$ cat config.mk
export PLATFORM = sky130hd
export DESIGN_NAME = alsu_op_sequencer
export DESIGN_NICKNAME = d
export VERILOG_FILES = /design/src/rtl/alsu_pkg.sv /design/src/rtl/alsu_op_sequencer_rr_arbiter.sv /design/src/rtl/alsu_op_sequencer.sv
export SDC_FILE = /design/constraint.sdc
export NUM_CORES = 1
export LEC_CHECK = 0
export BUFFER_PORTS_ARGS = -buffer_cell sky130_fd_sc_hd__buf_4
export CAP_MARGIN = 30
export CORE_AREA = 4 4 96 98
export CTS_CLUSTER_SIZE = 24
export DETAILED_ROUTE_END_ITERATION = 10
export DIE_AREA = 0 0 100 102
export PLACE_DENSITY = 0.71
export SLEW_MARGIN = 20
export SYNTH_ARGS = -nofsm -noshare
export SYNTH_HDL_FRONTEND = slang
export SYNTH_HIERARCHICAL = 1
export SYNTH_SLANG_ARGS = --single-unit
$ cat constraint.sdc
create_clock -name i_clk -period 2.4 [get_ports i_clk]
set_input_delay 0.36 -clock i_clk [delete_from_list [all_inputs] [get_ports i_clk]]
set_output_delay 0.36 -clock i_clk [all_outputs]
set_load 0.03 [all_outputs]
$ cat src/rtl/alsu_pkg.sv
// rtl/alsu_pkg.sv - ALSU command types, constants and command validity decode
// Purpose: shared definitions for the ALSU operation sequencer.
//   alsu_cmd_t   packed 19-bit requester command
//   IDLE_CMD     command driven when the ALSU is not in use (plain OR of zeros)
//   is_invalid   opcode 11x, or a reduction flag on an opcode that has no reduction form
//   is_shift_op  SHIFT/ROTATE, which need a preload and a multi-cycle hold
package alsu_pkg;

    localparam int ALSU_LATENCY = 2;
    localparam int CMD_W        = 19;

    typedef enum logic [2:0] {
        OP_OR     = 3'b000,
        OP_XOR    = 3'b001,
        OP_ADD    = 3'b010,
        OP_MUL    = 3'b011,
        OP_SHIFT  = 3'b100,
        OP_ROTATE = 3'b101,
        OP_INV6   = 3'b110,
        OP_INV7   = 3'b111
    } alsu_opcode_e;

    // Field order matches the requester wire format, opcode in the MSBs.
    typedef struct packed {
        alsu_opcode_e opcode;
        logic [2:0]   a;
        logic [2:0]   b;
        logic         cin;
        logic         serial_in;
        logic         red_op_a;
        logic         red_op_b;
        logic         bypass_a;
        logic         bypass_b;
        logic         direction;
        logic [2:0]   rpt;
    } alsu_cmd_t;

    localparam alsu_cmd_t IDLE_CMD = '0;

    function automatic logic is_invalid(input alsu_cmd_t cmd);
        logic bad_op;
        logic bad_red;
        bad_op  = (cmd.opcode == OP_INV6) || (cmd.opcode == OP_INV7);
        bad_red = (cmd.red_op_a || cmd.red_op_b) && (cmd.opcode >= OP_ADD);
        return bad_op || bad_red;
    endfunction

    function automatic logic is_shift_op(input alsu_opcode_e op);
        return (op == OP_SHIFT) || (op == OP_ROTATE);
    endfunction

endpackage

$ cat src/rtl/alsu_op_sequencer_rr_arbiter.sv
// rtl/alsu_op_sequencer_rr_arbiter.sv - round-robin arbiter with pointer advance on grant
// Purpose: picks the first requester at or after the round-robin pointer.
// Ports:
//   i_clk, i_reset_n  clock, asynchronous active-low reset
//   i_req             request vector
//   i_advance         when high and a grant exists, pointer moves to grant+1 (mod NUM_REQ)
//   o_grant           one-hot grant (combinational)
//   o_grant_idx       index of the granted requester
//   o_grant_any       at least one request present
module rr_arbiter #(
    parameter int NUM_REQ = 2,
    parameter int IDX_W   = (NUM_REQ > 1) ? $clog2(NUM_REQ) : 1
) (
    input  logic               i_clk,
    input  logic               i_reset_n,
    input  logic [NUM_REQ-1:0] i_req,
    input  logic               i_advance,
    output logic [NUM_REQ-1:0] o_grant,
    output logic [IDX_W-1:0]   o_grant_idx,
    output logic               o_grant_any
);

    logic [IDX_W-1:0] r_ptr;

    // Two descending scans: the first leaves the lowest requester overall, the
    // second overrides it with the lowest requester at or above the pointer.
    // The result is the first requester at or after the pointer, wrapping.
    always_comb begin
        o_grant_any = 1'b0;
        o_grant_idx = '0;
        for (int i = NUM_REQ - 1; i >= 0; i--) begin
            if (i_req[i]) begin
                o_grant_any = 1'b1;
                o_grant_idx = IDX_W'(i);
            end
        end
        for (int i = NUM_REQ - 1; i >= 0; i--) begin
            if (i_req[i] && (IDX_W'(i) >= r_ptr)) begin
                o_grant_idx = IDX_W'(i);
            end
        end
        o_grant = '0;
        for (int i = 0; i < NUM_REQ; i++) begin
            o_grant[i] = o_grant_any && (o_grant_idx == IDX_W'(i));
        end
    end

    always_ff @(posedge i_clk or negedge i_reset_n) begin
        if (!i_reset_n) begin
            r_ptr <= '0;
        end else if (i_advance && o_grant_any) begin
            r_ptr <= (o_grant_idx == IDX_W'(NUM_REQ - 1)) ? '0 : o_grant_idx + 1'b1;
        end
    end

endmodule

$ cat src/rtl/alsu_op_sequencer.sv
// rtl/alsu_op_sequencer.sv - shares one ALSU between NUM_REQ requesters, one command outstanding
// Purpose: arbitrates requester commands, sequences them onto the ALSU inputs
//   (preload + held execution for SHIFT/ROTATE), captures out/leds after the ALSU
//   latency and returns a tagged response.
// Ports:
//   i_clk, i_reset_n              clock, asynchronous active-low reset
//   i_req_valid / i_req_cmd       per-requester command handshake (19 bits per requester)
//   o_req_ready                   one-hot accept, only in IDLE
//   o_rsp_valid / i_rsp_ready     response handshake
//   o_rsp_id/out/leds/err         response payload
//   o_alsu_*                      registered ALSU control/data inputs
//   i_alsu_out / i_alsu_leds      ALSU results
module alsu_op_sequencer #(
    parameter int NUM_REQ      = 2,
    parameter int ALSU_LATENCY = alsu_pkg::ALSU_LATENCY
) (
    input  logic                                i_clk,
    input  logic                                i_reset_n,
    input  logic [NUM_REQ-1:0]                  i_req_valid,
    input  logic [NUM_REQ*alsu_pkg::CMD_W-1:0]  i_req_cmd,
    output logic [NUM_REQ-1:0]                  o_req_ready,
    output logic                                o_rsp_valid,
    input  logic                                i_rsp_ready,
    output logic [$clog2(NUM_REQ)-1:0]          o_rsp_id,
    output logic [5:0]                          o_rsp_out,
    output logic [15:0]                         o_rsp_leds,
    output logic                                o_rsp_err,
    output logic [2:0]                          o_alsu_opcode,
    output logic [2:0]                          o_alsu_a,
    output logic [2:0]                          o_alsu_b,
    output logic                                o_alsu_cin,
    output logic                                o_alsu_serial_in,
    output logic                                o_alsu_red_op_a,
    output logic                                o_alsu_red_op_b,
    output logic                                o_alsu_bypass_a,
    output logic                                o_alsu_bypass_b,
    output logic                                o_alsu_direction,
    input  logic [5:0]                          i_alsu_out,
    input  logic [15:0]                         i_alsu_leds
);

    import alsu_pkg::*;

    localparam int ID_W    = $clog2(NUM_REQ);
    localparam int DRAIN_W = (ALSU_LATENCY > 1) ? $clog2(ALSU_LATENCY) : 1;

    localparam logic [2:0] S_IDLE    = 3'd0;
    localparam logic [2:0] S_PRELOAD = 3'd1;
    localparam logic [2:0] S_EXEC    = 3'd2;
    localparam logic [2:0] S_DRAIN   = 3'd3;
    localparam logic [2:0] S_RESP    = 3'd4;

    logic [2:0]         r_state;
    alsu_cmd_t          r_cmd;
    alsu_cmd_t          r_alsu;
    logic [2:0]         r_hold_cnt;
    logic [DRAIN_W-1:0] r_drain_cnt;
    logic [ID_W-1:0]    r_id;
    logic               r_rsp_valid;
    logic [ID_W-1:0]    r_rsp_id;
    logic [5:0]         r_rsp_out;
    logic [15:0]        r_rsp_leds;
    logic               r_rsp_err;

    alsu_cmd_t          w_cmds [NUM_REQ];
    alsu_cmd_t          w_sel_cmd;
    alsu_cmd_t          w_preload_cmd;
    logic [NUM_REQ-1:0] w_grant;
    logic [ID_W-1:0]    w_grant_idx;
    logic               w_grant_any;
    logic               w_idle;

    for (genvar g = 0; g < NUM_REQ; g++) begin : g_unpack
        assign w_cmds[g] = alsu_cmd_t'(i_req_cmd[g*CMD_W +: CMD_W]);
    end

    assign w_idle = (r_state == S_IDLE);

    rr_arbiter #(
        .NUM_REQ (NUM_REQ),
        .IDX_W   (ID_W)
    ) u_arb (
        .i_clk       (i_clk),
        .i_reset_n   (i_reset_n),
        .i_req       (i_req_valid),
        .i_advance   (w_idle),
        .o_grant     (w_grant),
        .o_grant_idx (w_grant_idx),
        .o_grant_any (w_grant_any)
    );

    assign w_sel_cmd   = w_cmds[w_grant_idx];
    assign o_req_ready = w_grant & {NUM_REQ{w_idle}};

    // Preload: bypass A through a plain OR so the ALSU output register holds {3'b0,A}
    // before the first shift/rotate step operates on it.
    always_comb begin
        w_preload_cmd          = IDLE_CMD;
        w_preload_cmd.bypass_a = 1'b1;
        w_preload_cmd.a        = w_sel_cmd.a;
    end

    always_ff @(posedge i_clk or negedge i_reset_n) begin
        if (!i_reset_n) begin
            r_state     <= S_IDLE;
            r_cmd       <= IDLE_CMD;
            r_alsu      <= IDLE_CMD;
            r_hold_cnt  <= '0;
            r_drain_cnt <= '0;
            r_id        <= '0;
            r_rsp_valid <= 1'b0;
            r_rsp_id    <= '0;
            r_rsp_out   <= '0;
            r_rsp_leds  <= '0;
            r_rsp_err   <= 1'b0;
        end else begin
            case (r_state)
                S_IDLE: begin
                    if (w_grant_any) begin
                        r_cmd <= w_sel_cmd;
                        r_id  <= w_grant_idx;
                        if (is_shift_op(w_sel_cmd.opcode)) begin
                            r_state <= S_PRELOAD;
                            r_alsu  <= w_preload_cmd;
                        end else begin
                            // Non-shift commands ignore the repeat field: one cycle only.
                            r_state    <= S_EXEC;
                            r_alsu     <= w_sel_cmd;
                            r_hold_cnt <= '0;
                        end
                    end
                end
                S_PRELOAD: begin
                    r_state    <= S_EXEC;
                    r_alsu     <= r_cmd;
                    r_hold_cnt <= r_cmd.rpt;
                end
                S_EXEC: begin
                    if (r_hold_cnt == 3'd0) begin
                        r_state     <= S_DRAIN;
                        r_alsu      <= IDLE_CMD;
                        r_drain_cnt <= DRAIN_W'(ALSU_LATENCY - 1);
                    end else begin
                        r_hold_cnt <= r_hold_cnt - 3'd1;
                    end
                end
                S_DRAIN: begin
                    // The last DRAIN cycle is the first one in which the ALSU
                    // output reflects the final EXEC cycle.
                    if (r_drain_cnt == '0) begin
                        r_state     <= S_RESP;
                        r_rsp_valid <= 1'b1;
                        r_rsp_id    <= r_id;
                        r_rsp_out   <= i_alsu_out;
                        r_rsp_leds  <= i_alsu_leds;
                        r_rsp_err   <= is_invalid(r_cmd);
                    end else begin
                        r_drain_cnt <= r_drain_cnt - 1'b1;
                    end
                end
                S_RESP: begin
                    if (i_rsp_ready) begin
                        r_state     <= S_IDLE;
                        r_rsp_valid <= 1'b0;
                    end
                end
                default: begin
                    r_state <= S_IDLE;
                    r_alsu  <= IDLE_CMD;
                end
            endcase
        end
    end

    assign o_rsp_valid      = r_rsp_valid;
    assign o_rsp_id         = r_rsp_id;
    assign o_rsp_out        = r_rsp_out;
    assign o_rsp_leds       = r_rsp_leds;
    assign o_rsp_err        = r_rsp_err;

    assign o_alsu_opcode    = r_alsu.opcode;
    assign o_alsu_a         = r_alsu.a;
    assign o_alsu_b         = r_alsu.b;
    assign o_alsu_cin       = r_alsu.cin;
    assign o_alsu_serial_in = r_alsu.serial_in;
    assign o_alsu_red_op_a  = r_alsu.red_op_a;
    assign o_alsu_red_op_b  = r_alsu.red_op_b;
    assign o_alsu_bypass_a  = r_alsu.bypass_a;
    assign o_alsu_bypass_b  = r_alsu.bypass_b;
    assign o_alsu_direction = r_alsu.direction;

endmodule

==> summary.txt, run 1 <==
Status
  • Status: finished clean

Timing
  • Worst rel slew slack: between 40% and 50%
  • Fin crit period: ~2000 ps
  • Aggregate negative setup slack: 0 ps
  • Part of the cycle the worst path needs: between 80 and 90%
  • Slew at the pin closest to its max-slew limit: ~850 ps
  • Hold Violations, Final: 0
  • Clock Skews: ~7.8 ps
  • Unrepaired setup endpoints after global routing: no
  • Final Slew Violations: 0
  • Final setup fails: 0
  • Peak Freq: about 0.49 GHz
  • Hold slack final: 106 ps

Power
  • Worst IR Drop VDD: about 470 uV
  • Power Total: between 6 and 7 mW
  • Combinational power share: 48.5%
  • Internal Dissipation: 3.61 mW
  • Clock power share: between 15 and 20%
  • Share of power burned in registers: between 30 and 40%
  • Sw power: 2.46 mW
  • Sw frac: a little over 40%
  • P per Cell Area: roughly 1400 nW/um^2
  • Leakage power figure: between 2 and 2.5 nW

GRT
  • Gr usage total: ~15%
  • Vias in the first global route: around 2600
  • First-pass GRT wire length: about 12 mm
  • Initial antenna violation count: 0
  • Largest net degree at the start of global routing: 70
  • Gr ovfl total: 0

Die
  • I/O pin total: ~110
  • Die area: between 10000 and 15000 sq um
  • Die X: about 100 um
  • Starting density of the core: about two fifths
  • Die height: just over 100 um
  • Core Area: roughly 8500 sq um
  • Row cnt: 34

Logic synthesis
  • Sequential share of the synthesized area: 53.2%
  • Most frequent cells after synthesis: dfrtp_1, nand2_1, o21ai_0
  • Synth top area cells: dfrtp_1, mux2_2, mux2i_1
  • Post-Synthesis Cells: approximately 280
  • Cell variety after synth: 45
  • Syn_nets: 350
  • Main synth FF type: dfrtp_1
  • Mapped cell area: 3250 sq um
  • Post-synth EDFFs: 0
  • #FFs+latches synth: 69
  • Yosys top cell by area: dfrtp_1
  • Synthesis Warnings: 6
  • Syn avg cell area: around 11 sq um
  • Top-area cell type share of the netlist area: between 50% and 60%
  • Cell with the most instances after synthesis: dfrtp_1
  • Ys async rst share: between 90% and 100%

Clock tree
  • CTS tree: done
  • Root buffer cell: clkbuf_8
  • CTS resizes: 0
  • CTS Buf Count: 9
  • Clock buffer depth: 2
  • Max H-tree Level: 3
  • CTS clock-pin slew for the worst setup and hold paths: 70 ps
  • Number of hold buffers added after cts: 0
  • Clock Latency Late Sink: 340 ps
  • Num Clock Sinks: between 60 and 70
  • Postcts setup bufs: 0

Critical path
  • Worst Reg-to-Reg Cells: 7
  • Setup crit start kind: flop
  • Reg-to-reg critical path endpoint: o_alsu_opcode[1]
  • R2R setup slack: 530 ps
  • CP Data Required Time: roughly 2000 ps
  • Crit Path Max Fanout: 17
  • Crit Path Category: flop to primary output
  • Worst reg2reg path startpoint: r_hold_cnt[0]
  • Worst Path Arrival: roughly 1700 ps
  • Critical path endpoint category: primary output

Detailed routing
  • WL final: 7.59 mm
  • 1st-pass router iterations: 4
  • Antenna Nets Post-Route: 0
  • DRC: 0
  • Wire length per cell: ~15 um
  • Initial drt markers: between 100 and 150
  • Vias per cell: between 5 and 6
  • DR vias: 2545

Placement
  • GPL Wtd Cong: ~0.76
  • Post-DP HPWL: around 5.5 mm
  • IO buf count: roughly 110
  • Placed instance count: 487

Final layout
  • Area Overhead vs Synth: 33.9%
  • Nets: about 460
  • Ant. Diodes: 0
  • Non-filler cells in the finished layout: between 500 and 600
  • Layout cell share with drive strength beyond 1: a little over two fifths
  • Core Util, Final: approximately 51%

Run
  • Max_cap viols: 0

Hold path
  • Hold Path Class: input pin to asynchronous set/reset pin
==> per-layer routing <==
metal / part of all wire, % / global-route usage [%] / vias up
li1: - / - / 1230
met1: 45 / 20.3 / 1205
met2: 45 / 23.6 / 96
met3: 7.9 / 3.96 / 14
met4: 2.0 / 6.32 / 0
met5: 0 / 0 / -
==> layout by cell type, fill, tap and decap left out, drive strengths merged <==
cell type and instances:
nor3 12, buf 114, a21oi 4, a31oi 4, nor2b 5, a22oi 5
o211ai 1, and2 3, o31ai 1, o21ai 26, a21o 4, nand2b 1
clkbuf 9, o221ai 1, bufinv 2, a221o 10, nor2 13, o22ai 1
mux2i 18, a31o 1, o22a 1, nor4b 3, o2bb2ai 1, or2 1
a221oi 1, o21a 1, clkinv 3, inv 9, ha 2, or2b 1
mux2 28, dfrtp 69, and2b 3, nand2 33, a32oi 1, a21boi 3
==> critical path, stage by stage, from the launching register on <==
cell and delay [ps]:
dfrtp_1 390, buf_4 210, nor3_2 380, and2_1 200
buf_4 160
==> stage by stage <==
stage                     area (sq um)  setup slack [ps]
after floorplan                   3250               683
after global placement            4130               621
after detailed placement          4130               533
after CTS                         4350               351
after global routing              4350               268
final                             4350               360
==> state kept, by name, summed over array words and instances (netlist names), 3 cells and up <==
signal and count:
r_hold_cnt 3, r_cmd 19, o_alsu_a 3, o_rsp_out 6, o_rsp_leds 16, o_alsu_opcode 3, r_state 3, o_alsu_b 3
==> cell type report <==
type	count	area (sq um)
fillers	763	4120
clock buffers	9	124
inverters	7	26.3
well taps	108	135
multi-input cells	189	1370
clock inverters	7	96.3
repair buffers	114	868
flip-flops and latches	69	1730
==> cells by family (layout without fill, tap and decap cells) <==
| logic type | count (synthesis) | after routing | synth area share [%] |
|---|---|---|---|
| compound gates | 66 | 66 | 14.2 |
| fa+ha+maj | 2 | 2 | 0.771 |
| mux | 46 | 46 | 15.7 |
| simple gates | 75 | 75 | 11.5 |
| flops | 69 | 69 | 53.2 |
| buf+inv | 25 | 137 | 4.66 |
==> how the worst max path moves through the flow <==
stage / endpoint / startpoint / cells past startpoint
floorplan: o_alsu_b[2] / r_hold_cnt[0] / 8
detailed placement: o_alsu_opcode[1] / r_hold_cnt[0] / 7
CTS: o_req_ready[1] / r_state[1] / 4
global placement: o_alsu_opcode[1] / i_req_valid[1] / 6
global route: o_req_ready[1] / r_state[1] / 4
finish: o_req_ready[1] / r_state[1] / 4
==> power groups by stage <==
stage | clock network [mW] | registers, mW | logic, mW
finish | 1.04 | 2.08 | 2.94
global route | 1.12 | 2.16 | 3.21
CTS | 1.08 | 2.08 | 2.98
detailed placement | 0 | 2.10 | 2.98
global placement | 0 | 2.08 | 2.91
floorplan | 0 | 2.65 | 1.47
Note: power is estimated with default switching activity, not from simulation.
==> run 2: changes to the inputs <==
- clock period: 2.4 -> 1.9 ns (I/O delays scaled with it)
==> run 2 against run 1 <==
  * First-iteration DRC count grew 15%
  * Critical endpoint unchanged
  * Clock skew down 3.0 ps
  * Worst hold slack improved by 55 ps
  * Utilization up 0.74 points
==> summary.txt, run 2 (synthesis gave the netlist of run 1 again) <==
Final layout
  • Commonest cells after routing, fill and taps aside: buf_4, dfrtp_1, nand2_1
  • Ant. Diodes: 0
  • Max FFs per register: 19
  • Top reg by flops: r_cmd
  • Commonest non-fill, non-tap cell in the layout: buf_4
  • Nets: between 400 and 500
  • Fillers: 757
  • Area Overhead vs Synth: 35.9%
  • Layout cell share with drive strength beyond 1: 44.9%

Critical path
  • Crit path buf inv count: 2
  • Reg-to-reg critical path endpoint: o_alsu_direction
  • CP Data Required Time: between 1500 and 2000 ps
  • Worst path slowest cell: dfrtp_2
  • Worst reg2reg path startpoint: r_hold_cnt[0]
  • Slowest stage delay, CP: roughly 480 ps
  • Critical path endpoint category: primary output
  • Crit path launch: r_state[0]
  • R2R setup slack: roughly 140 ps
  • Worst Reg-to-Reg Cells: 7
  • Crit path to: o_req_ready[1]
  • Setup crit start kind: flop
  • Crit Path Category: flop to primary output
  • Worst Path Arrival: between 1500 and 2000 ps
  • Crit path max-delay family: flip-flops
  • Worst path depth: 4
  • Crit-path cells: buf_6 > nor3_4 > and2_4 > buf_4
  • Crit Path Max Fanout: 9

GRT
  • Gr usage total: between 15 and 20%
  • Vias in the first global route: 2611
  • Largest net degree at the start of global routing: between 40 and 50
  • First-pass GRT wire length: between 10 and 15 mm
  • Gr ovfl total: 0
  • Initial antenna violation count: 0

Timing
  • Final setup fails: 0
  • Clock Skews: between 4 and 5 ps
  • Part of the cycle the worst path needs: 95.6%
  • Slew at the pin closest to its max-slew limit: 430 ps
  • Setup slack after layout: between 80 and 90 ps
  • Unrepaired setup endpoints after global routing: no
  • Final Slew Violations: 0
  • Peak Freq: 0.550 GHz
  • Fin crit period: 1820 ps
  • Aggregate negative setup slack: 0 ps
  • Hold Violations, Final: 0
  • Worst rel slew slack: a little under three quarters

Placement
  • GPL Wtd Cong: 0.850
  • Post-DP HPWL: 5.68 mm
  • IO buf count: 107
  • DP Worst Slack: 97.4 ps

Power
  • Internal Dissipation: about 4.4 mW
  • Share of power burned in registers: a little over a third
  • P per Cell Area: around 1700 nW/um^2
  • Leakage power figure: between 2 and 2.5 nW
  • Sw power: 3.13 mW
  • Clock power share: between 10% and 20%
  • Combinational power share: 51.5%
  • Sw frac: between 40% and 50%
  • Worst IR Drop VDD: ~500 uV

Clock tree
  • Clock Latency Late Sink: 340 ps
  • Clock buffer depth: 2
  • Max H-tree Level: 3
  • CTS Buf Count: 9
  • Root buffer cell: clkbuf_8
  • Num Clock Sinks: around 70
  • CTS clock-pin slew for the worst setup and hold paths: roughly 70 ps
  • CTS tree: done

Status
  • Status: finished clean

Die
  • I/O pin total: around 110
  • Row cnt: 34
  • Core Area: roughly 8500 sq um
  • Die X: around 100 um
  • Starting density of the core: a little under two fifths
  • Die area: roughly 10000 sq um
  • Die height: around 100 um

Detailed routing
  • 1st-pass router iterations: 4
  • Antenna Nets Post-Route: 0
  • Initial drt markers: around 130
  • Wire length per cell: between 10 and 15 um
  • DR vias: roughly 2600
  • DRC: 0
  • Vias per cell: about 5
  • WL final: about 7.6 mm

Hold path
  • Hold Path Class: input pin to flop

Run
  • Max_cap viols: 0
run 2: changes by cell type in the layout (fill, tap and decap cells not counted), sizes merged:
cell / delta
clkbuf: +1
buf: +11
clkinvlp: +2
dlygate4sd3: +1
bufinv: -2
inv: -1
o21a: +1
run 2: layout make-up:
cell class / count / area (sq um) / share of cell area (%)
clock buffers: 10 / 128 / 2.89
multi-input cells: 190 / 1390 / 31.5
repair buffers: 126 / 965 / 21.9
inverters: 7 / 26.3 / 0.596
well taps: 108 / 135 / 3.06
clock inverters: 6 / 38.8 / 0.879
flip-flops and latches: 69 / 1730 / 39.2
run 2: per-stage QoR:
stage | power (mW) | utilization [%] | hold WS (ps) | area, sq um | instances
after floorplan | 5.20 | - | -10.6 | 3250 | 283
after global placement | 6.36 | 49.7 | 221 | 4200 | 497
after detailed placement | 6.47 | 49.7 | 226 | 4200 | 497
after CTS | 7.53 | 51.8 | 151 | 4390 | 514
after global routing | 8.06 | 52.1 | 152 | 4410 | 516
final | 7.51 | 52.1 | 161 | 4410 | 516
run 2: worst min-delay path by stage:
stage | startpoint | end | slack (ps) | cells past startpoint
after floorplan | i_reset_n | o_alsu_a[0] | -10 | 0
after global placement | i_reset_n | o_rsp_leds[11] | 220 | 1
after detailed placement | i_reset_n | o_rsp_leds[11] | 230 | 1
after CTS | i_alsu_leds[4] | o_rsp_leds[4] | 150 | 2
after global routing | i_req_valid[1] | u_arb/r_ptr | 150 | 2
final | i_req_valid[1] | u_arb/r_ptr | 160 | 2
run 2: power groups by stage:
stage / Sequential [mW] / Clock [mW] / Combinational [mW]
after floorplan: 3.34 / 0 / 1.85
after global placement: 2.62 / 0 / 3.74
after detailed placement: 2.65 / 0 / 3.82
after CTS: 2.63 / 1.06 / 3.84
after global routing: 2.70 / 1.14 / 4.22
final: 2.61 / 1.03 / 3.87
run 2: what timing repair did:
action / in CTS / in global routing
hold buffers: 1 / 0
setup endpoints to repair: 2 / 3
gates resized for setup: 2 / 4
cloned: 0 / 1
hold endpoints to repair: 27 / 0
setup buffers: 0 / 1
pin swaps: 0 / 1
run 2: worst reg2reg max path: stages (launching register included):
cell and delay, ps:
dfrtp_1 400, inv_1 60, ha_1 140, ha_1 170, nor2b_1 170, o21ai_1 130, o21a_2 220, a221o_1 360
run 2: layer usage:
layer | up-vias | track usage, % | wire length [um]
met5 | - | 0 | 0
met4 | 0 | 5.39 | 113
met3 | 10 | 4.91 | 618
met2 | 90 | 24.9 | 3490
met1 | 1201 | 19.4 | 3380
li1 | 1258 | - | -
